==> config.mk <==
export PLATFORM = sky130hd
export DESIGN_NAME = fetch_stage_flat
export DESIGN_NICKNAME = d
export VERILOG_FILES = /design/src/rtl/mips_pkg.sv /design/src/rtl/fetch_stage_if.sv /design/src/rtl/if_id_reg.sv /design/src/rtl/fetch_stage.sv /design/src/flat_wrapper.sv
export SDC_FILE = /design/constraint.sdc
export NUM_CORES = 1
export LEC_CHECK = 0
export ABC_AREA = 0
export BUFFER_PORTS_ARGS = -buffer_cell sky130_fd_sc_hd__buf_2
export CORE_MARGIN = 8
export CORE_UTILIZATION = 30
export CTS_CLUSTER_SIZE = 10
export DETAILED_ROUTE_END_ITERATION = 16
export PLACE_DENSITY = 0.67
export SLEW_MARGIN = 15
export SYNTH_ARGS = -nofsm -noshare
export SYNTH_HDL_FRONTEND = slang
export SYNTH_SLANG_ARGS = --single-unit
==> constraint.sdc <==
create_clock -name clk -period 2.8 [get_ports clk]
set_clock_uncertainty 0.1 [all_clocks]
set_input_delay 0.14 -clock clk [delete_from_list [all_inputs] [get_ports clk]]
set_output_delay 0.14 -clock clk [all_outputs]
set_load 0.005 [all_outputs]
==> src/rtl/mips_pkg.sv <==
// ----------------------------------------------------------------------------
// mips_pkg
//   Constants and types shared by the MIPS pipeline: the fetch stage, the
//   ID-stage control and the 32-bit 4-way next-PC mux all use the pc_src
//   encoding defined here.
//
//   Contents:
//     PC_SRC_*   2-bit next-PC select codes
//     NOP_INSTR  bubble instruction (sll $0,$0,0)
//     RESET_PC   default PC loaded on reset
//     if_id_t    IF/ID pipeline latch payload
//     word_align forces an address onto a 4-byte boundary
// ----------------------------------------------------------------------------
package mips_pkg;

   localparam logic [1:0] PC_SRC_SEQ = 2'b00;  // PC + 4
   localparam logic [1:0] PC_SRC_BR  = 2'b01;  // taken branch
   localparam logic [1:0] PC_SRC_J   = 2'b10;  // j / jal
   localparam logic [1:0] PC_SRC_JR  = 2'b11;  // jr / jalr

   localparam logic [31:0] NOP_INSTR = 32'h0000_0000;
   localparam logic [31:0] RESET_PC  = 32'h0000_0000;

   typedef struct packed {
      logic [31:0] instr;
      logic [31:0] pc_plus4;
      logic        valid;
   } if_id_t;

   // Instruction addresses are always word aligned; the low two bits of any
   // incoming target are simply discarded.
   function automatic logic [31:0] word_align(input logic [31:0] addr);
      return addr & ~32'd3;
   endfunction

endpackage

==> src/rtl/fetch_stage_if.sv <==
// ----------------------------------------------------------------------------
// fetch_stage_if
//   Instruction-memory bus between the fetch stage and instruction memory.
//
//   Signals:
//     imem_addr   fetch -> mem  word address of the instruction wanted
//     imem_rdata  mem -> fetch  instruction word for imem_addr
//     imem_ready  mem -> fetch  imem_rdata is valid this cycle
//
//   Modports:
//     master  fetch-stage side
//     slave   instruction-memory side
// ----------------------------------------------------------------------------
interface fetch_stage_if;

   logic [31:0] imem_addr;
   logic [31:0] imem_rdata;
   logic        imem_ready;

   modport master (
      output imem_addr,
      input  imem_rdata,
      input  imem_ready
   );

   modport slave (
      input  imem_addr,
      output imem_rdata,
      output imem_ready
   );

endinterface

==> src/rtl/if_id_reg.sv <==
// ----------------------------------------------------------------------------
// if_id_reg
//   IF/ID pipeline latch. Each edge it either holds, loads a bubble, or loads
//   a freshly fetched instruction. Priority: reset > hold > bubble > load.
//   With no control asserted it keeps its contents.
//
//   Ports:
//     clk          rising-edge clock
//     reset        synchronous, active-high; loads a bubble
//     hold_i       keep current contents (pipeline stall)
//     bubble_i     load NOP_INSTR / pc_plus4 0 / valid 0
//     load_i       load instr_i and pc_plus4_i as a valid instruction
//     instr_i      fetched instruction word
//     pc_plus4_i   PC+4 of the fetched instruction
//     instr_o      latched instruction to ID
//     pc_plus4_o   latched PC+4 to ID
//     valid_o      1 = real instruction, 0 = bubble
// ----------------------------------------------------------------------------
module if_id_reg #(
   parameter logic [31:0] NOP_INSTR = mips_pkg::NOP_INSTR
) (
   input  logic        clk,
   input  logic        reset,
   input  logic        hold_i,
   input  logic        bubble_i,
   input  logic        load_i,
   input  logic [31:0] instr_i,
   input  logic [31:0] pc_plus4_i,
   output logic [31:0] instr_o,
   output logic [31:0] pc_plus4_o,
   output logic        valid_o
);

   mips_pkg::if_id_t latch_q, latch_d;
   mips_pkg::if_id_t bubble;

   always_comb begin
      bubble.instr    = NOP_INSTR;
      bubble.pc_plus4 = 32'd0;
      bubble.valid    = 1'b0;
   end

   always_comb begin
      latch_d = latch_q;
      if (hold_i) begin
         latch_d = latch_q;
      end else if (bubble_i) begin
         latch_d = bubble;
      end else if (load_i) begin
         latch_d.instr    = instr_i;
         latch_d.pc_plus4 = pc_plus4_i;
         latch_d.valid    = 1'b1;
      end
   end

   always_ff @(posedge clk) begin
      if (reset) begin
         latch_q <= bubble;
      end else begin
         latch_q <= latch_d;
      end
   end

   assign instr_o    = latch_q.instr;
   assign pc_plus4_o = latch_q.pc_plus4;
   assign valid_o    = latch_q.valid;

endmodule

==> src/rtl/fetch_stage.sv <==
// ----------------------------------------------------------------------------
// fetch_stage
//   Instruction-fetch stage of the 5-stage MIPS pipeline. Owns the PC,
//   computes PC+4, selects the next PC, drives the instruction-memory address
//   and feeds the IF/ID latch.
//
//   Per-edge priority:
//     reset  -> PC = RESET_PC, IF/ID bubble
//     stall  -> PC and IF/ID hold (pc_src / imem_ready ignored)
//     redirect (pc_src != SEQ) -> PC = aligned target, IF/ID bubble
//                                 (wrong-path word squashed even if ready)
//     imem not ready -> PC holds, IF/ID bubble
//     otherwise      -> PC = PC+4, IF/ID loads the fetched word
//
//   Ports:
//     clk             rising-edge clock
//     reset           synchronous, active-high
//     stall           hazard-unit stall
//     pc_src          00 PC+4, 01 branch, 10 jump, 11 jr
//     branch_target   taken-branch address from ID
//     jump_target     j/jal address from ID
//     jr_target       register-indirect address from ID
//     imem            instruction-memory bus (master side)
//     pc              current PC register
//     if_id_instr     registered instruction to ID
//     if_id_pc_plus4  registered PC+4 of that instruction
//     if_id_valid     1 = real instruction, 0 = bubble
// ----------------------------------------------------------------------------
module fetch_stage #(
   parameter logic [31:0] RESET_PC  = mips_pkg::RESET_PC,
   parameter logic [31:0] NOP_INSTR = mips_pkg::NOP_INSTR
) (
   input  logic                 clk,
   input  logic                 reset,
   input  logic                 stall,
   input  logic [1:0]           pc_src,
   input  logic [31:0]          branch_target,
   input  logic [31:0]          jump_target,
   input  logic [31:0]          jr_target,
   fetch_stage_if.master        imem,
   output logic [31:0]          pc,
   output logic [31:0]          if_id_instr,
   output logic [31:0]          if_id_pc_plus4,
   output logic                 if_id_valid
);

   logic [31:0] pc_q, pc_d;
   logic [31:0] pc_plus4;
   logic [31:0] target;
   logic        if_hold, if_bubble, if_load;

   // Next-PC mux; the SEQ leg only matters for the non-redirect path below.
   always_comb begin
      pc_plus4 = pc_q + 32'd4;
      case (pc_src)
         mips_pkg::PC_SRC_BR: target = branch_target;
         mips_pkg::PC_SRC_J:  target = jump_target;
         mips_pkg::PC_SRC_JR: target = jr_target;
         default:             target = pc_plus4;
      endcase
   end

   always_comb begin
      pc_d      = pc_q;
      if_hold   = 1'b0;
      if_bubble = 1'b0;
      if_load   = 1'b0;
      if (stall) begin
         if_hold = 1'b1;
      end else if (pc_src != mips_pkg::PC_SRC_SEQ) begin
         pc_d      = mips_pkg::word_align(target);
         if_bubble = 1'b1;
      end else if (!imem.imem_ready) begin
         // Wait state: keep asking for the same address.
         if_bubble = 1'b1;
      end else begin
         pc_d    = pc_plus4;
         if_load = 1'b1;
      end
   end

   always_ff @(posedge clk) begin
      if (reset) begin
         pc_q <= mips_pkg::word_align(RESET_PC);
      end else begin
         pc_q <= pc_d;
      end
   end

   assign pc             = pc_q;
   assign imem.imem_addr = pc_q;

   if_id_reg #(
      .NOP_INSTR (NOP_INSTR)
   ) u_if_id_reg (
      .clk        (clk),
      .reset      (reset),
      .hold_i     (if_hold),
      .bubble_i   (if_bubble),
      .load_i     (if_load),
      .instr_i    (imem.imem_rdata),
      .pc_plus4_i (pc_plus4),
      .instr_o    (if_id_instr),
      .pc_plus4_o (if_id_pc_plus4),
      .valid_o    (if_id_valid)
   );

endmodule

==> src/flat_wrapper.sv <==
// flat-port wrapper written by rule: the top's interface ports become plain ports
module fetch_stage_flat 
#(
   parameter logic [31:0] RESET_PC  = mips_pkg::RESET_PC,
   parameter logic [31:0] NOP_INSTR = mips_pkg::NOP_INSTR
)
  (clk, reset, stall, pc_src, branch_target, jump_target, jr_target, pc, if_id_instr, if_id_pc_plus4, if_id_valid, imem_imem_addr, imem_imem_rdata, imem_imem_ready);
  fetch_stage_if imem_i ();
  input  logic clk;
  input  logic reset;
  input  logic stall;
  input  logic [1:0] pc_src;
  input  logic [31:0] branch_target;
  input  logic [31:0] jump_target;
  input  logic [31:0] jr_target;
  output logic [31:0] pc;
  output logic [31:0] if_id_instr;
  output logic [31:0] if_id_pc_plus4;
  output logic if_id_valid;
  output wire logic [$bits(imem_i.imem_addr)-1:0] imem_imem_addr;
  input wire logic [$bits(imem_i.imem_rdata)-1:0] imem_imem_rdata;
  input wire logic [$bits(imem_i.imem_ready)-1:0] imem_imem_ready;
  assign imem_imem_addr = imem_i.imem_addr;
  assign imem_i.imem_rdata = imem_imem_rdata;
  assign imem_i.imem_ready = imem_imem_ready;
  fetch_stage #(.RESET_PC(RESET_PC), .NOP_INSTR(NOP_INSTR)) u_core (.clk(clk), .reset(reset), .stall(stall), .pc_src(pc_src), .branch_target(branch_target), .jump_target(jump_target), .jr_target(jr_target), .imem(imem_i), .pc(pc), .if_id_instr(if_id_instr), .if_id_pc_plus4(if_id_pc_plus4), .if_id_valid(if_id_valid));
endmodule
==> impl_metrics.toml <==
[final_layout]
layout_common_cells = "252 x buf_2, 94 x dfxtp_1, 65 x nor2_1, 53 x a22oi_1, 45 x nand2_1"
drive_gt1_share_pct = 39.4
utilization_pct = 42.3
multi_input_area_sq_mm = 0.00273
regArea_sq_mm = 0.00188
fin_nets = 968
fillers = 1683
area_growth_pct = 37.7
final_common_cell = "buf_2"

[power_and_ir_drop]
ir_drop_uv = 276
p_leak_nw = 3.18
power_per_cell_area_mw_per_mm2 = 486

[sta]
max-slew-margin-rel_pct = 52.7
rsz0062_at_grt = "no"
finalHoldViolations = 0
setup-violations-final = 0
period_share_pct = 86.3
post-route-min-period_ns = 2.42
slew_viol_final = 0
tns_ns = 0
tightest_slew_ns = 0.710
fmax_mhz = 414

[synthesis]
synth_top_area_share_pct = 36.8
synthTopCellsByArea = "dfxtp_1 37%, a22oi_1 7.8%, buf_4 5.3%, nor2_1 4.8%, mux2_2 4.2%"
ys.flop_type = "dfxtp_1"
synth-edff-count = 0
seq_area_frac_synth_pct = 36.8
syn-instance-count = 600
ys_ff_latch = 94
syn_area_sq_mm = 0.00511
ys_types = 61
avgSynthCellArea_sq_um = 8.51
synth_warnings = 0
async_flop_share_pct = 0
yosys.area.top_type = "dfxtp_1"

[grt]
grt_usage_pct = 18.1
grt-ovfl-total = 0
grt_first_pass_wirelength_microns = 31100
grt_max_degree = 46
antenna_found_initial = 6
grt_pass1_vias = 5589

[routing]
totalWireLength_microns = 20000
wl_per_cell_microns = 18.9
vias_per_cell = 5.19
firstDrtPassIters = 4
via_count = 5503
drt_iter0_markers = 428
drc_errors = 0
ant_nets = 0

[critical_path]
r2r_slack_ns = 0.38
crit_path_end_kind = "flop"
worstPathMaxFanout = 8
cpMostUsedCell = "and4_1"
startpoint_type = "flop"
slowest_stage = "dfxtp_1"
crit_required_ns = 2.98
slowest_delay_ns = 0.50
cp_cell_sequence = "ha_1 -> and4_1 -> and4_1 -> nand3_1 -> or3_1 -> a31oi_1"
critPathKind = "reg -> reg"
arrival_ns = 2.59

[place]
place_congestion = 0.799
port_buffers = 252
dp_hpwl_microns = 14500

[cts]
cts_setup_buffers = 0
cts_buffers = 9
clk_path_buf_depth = 2
cts_root_buf = "clkbuf_16"
cts_sinks = 94
cts_tree = "done"
clkSlewWorstSetupHoldPaths_ns = 0.07
clk_latency_ns = 0.35
cts_resized = 0
htreeDepth = 3

[die]
initial_core_util_pct = 30.7
num_io_pins = 263
die_w_microns = 146
core_area_sq_mm = 0.0166
die_area_sq_mm = 0.0215
rows = 47
die_height_microns = 146

[run_status]
status = "complete, no violations"

[run]
cap_viol_max_count = 0

[hold_path]
hp-class = "in -> reg"
[sequential cells by signal, indices dropped and copies added (netlist names)]
name,count
u_core.imem.imem_addr,30
u_core.u_if_id_reg.instr_o,32
u_core.u_if_id_reg.pc_plus4_o,31
u_core.u_if_id_reg.valid_o,1
[cell families after synthesis]
family	Yosys count	share of synthesized area, %
AO/OA/AOI/OAI	165	22.4
XOR/XNOR	26	4.46
adder cells (fa/ha/maj)	1	0.245
buffers and inverters	99	10.3
flip-flops	94	36.8
multiplexers	30	8.06
other	1	0.0734
AND/OR/NAND/NOR	184	17.7
[Yosys cell counts (5+ instances only)]
library cell,count
a21oi_1,31
a22oi_1,53
a31oi_1,5
buf_2,13
buf_4,36
clkbuf_1,34
dfxtp_1,94
inv_1,12
mux2_2,19
mux4_2,7
nand2_1,45
nand3_1,17
nand4_1,10
nor2_1,66
nor3_1,8
nor4_1,5
o21ai_0,29
o32ai_1,5
or3_1,6
xnor2_1,21
xor2_1,5
[critical path, delay by kind of cell (launching register included)]
kind | cells | cell delay (ns)
adders and majority gates | 1 | 0.22
and+or+nand+nor | 4 | 1.38
AOI/OAI and AO/OA | 1 | 0.15
DFF | 1 | 0.50
[final cells by class]
| type | instances | area share [%] |
|---|---|---|
| sequential | 94 | 26.7 |
| antenna | 3 | 0.107 |
| clock inverter | 7 | 1.71 |
| tap | 220 | 3.91 |
| multi-input combinational | 410 | 38.8 |
| inverter | 12 | 0.640 |
| clock buffer | 9 | 3.20 |
| timing repair buffer | 306 | 24.9 |
[timing repair]
| item | CTS | global route |
|---|---|---|
| endpoints found under the hold margin | 34 | 0 |
| endpoints found under the setup margin | 0 | 0 |
| hold buffers | 34 | 0 |
[through the flow]
stage	cells	power (mW)	hold slack (ns)	area (sq um)	worst slack [ns]
after global placement	1008	1.97	0.268	6340	0.461
after CTS	1058	3.45	0.0478	7020	0.410
after global routing	1061	3.56	0.0668	7040	0.222
after floorplan	603	1.76	0.184	5120	0.721
final	1061	3.42	0.0550	7040	0.384
after detailed placement	1008	1.98	0.280	6340	0.425
[layer usage]
metal,track usage (%),vias to the layer above,wire length (microns)
li1,-,2610,-
met1,21.0,2624,8180
met5,0,-,34
met2,30.5,219,9900
met3,4.76,44,1310
met4,8.35,6,614
[where the power goes]
part / switching (mW) / internal (mW) / leakage, nW
sequential: 0.0678 / 1.38 / 0.763
clock: 0.556 / 0.877 / 0.166
combinational: 0.265 / 0.275 / 2.25
total: 0.888 / 2.53 / 3.18
[final timing paths]
kind / start / endpoint / depth (start not counted)
setup / recovery: u_core.imem.imem_addr[2]$_SDFFE_PP0P_ / u_core.imem.imem_addr[30]$_SDFFE_PP0P_ / 6
hold / removal: jump_target[19] / u_core.imem.imem_addr[19]$_SDFFE_PP0P_ / 3
setup reg to reg: u_core.imem.imem_addr[2]$_SDFFE_PP0P_ / u_core.imem.imem_addr[30]$_SDFFE_PP0P_ / 6
hold reg to reg: u_core.u_if_id_reg.pc_plus4_o[21]$_SDFFE_PP0P_ / u_core.u_if_id_reg.pc_plus4_o[21]$_SDFFE_PP0P_ / 2
Note: power is estimated with default switching activity, not from simulation.
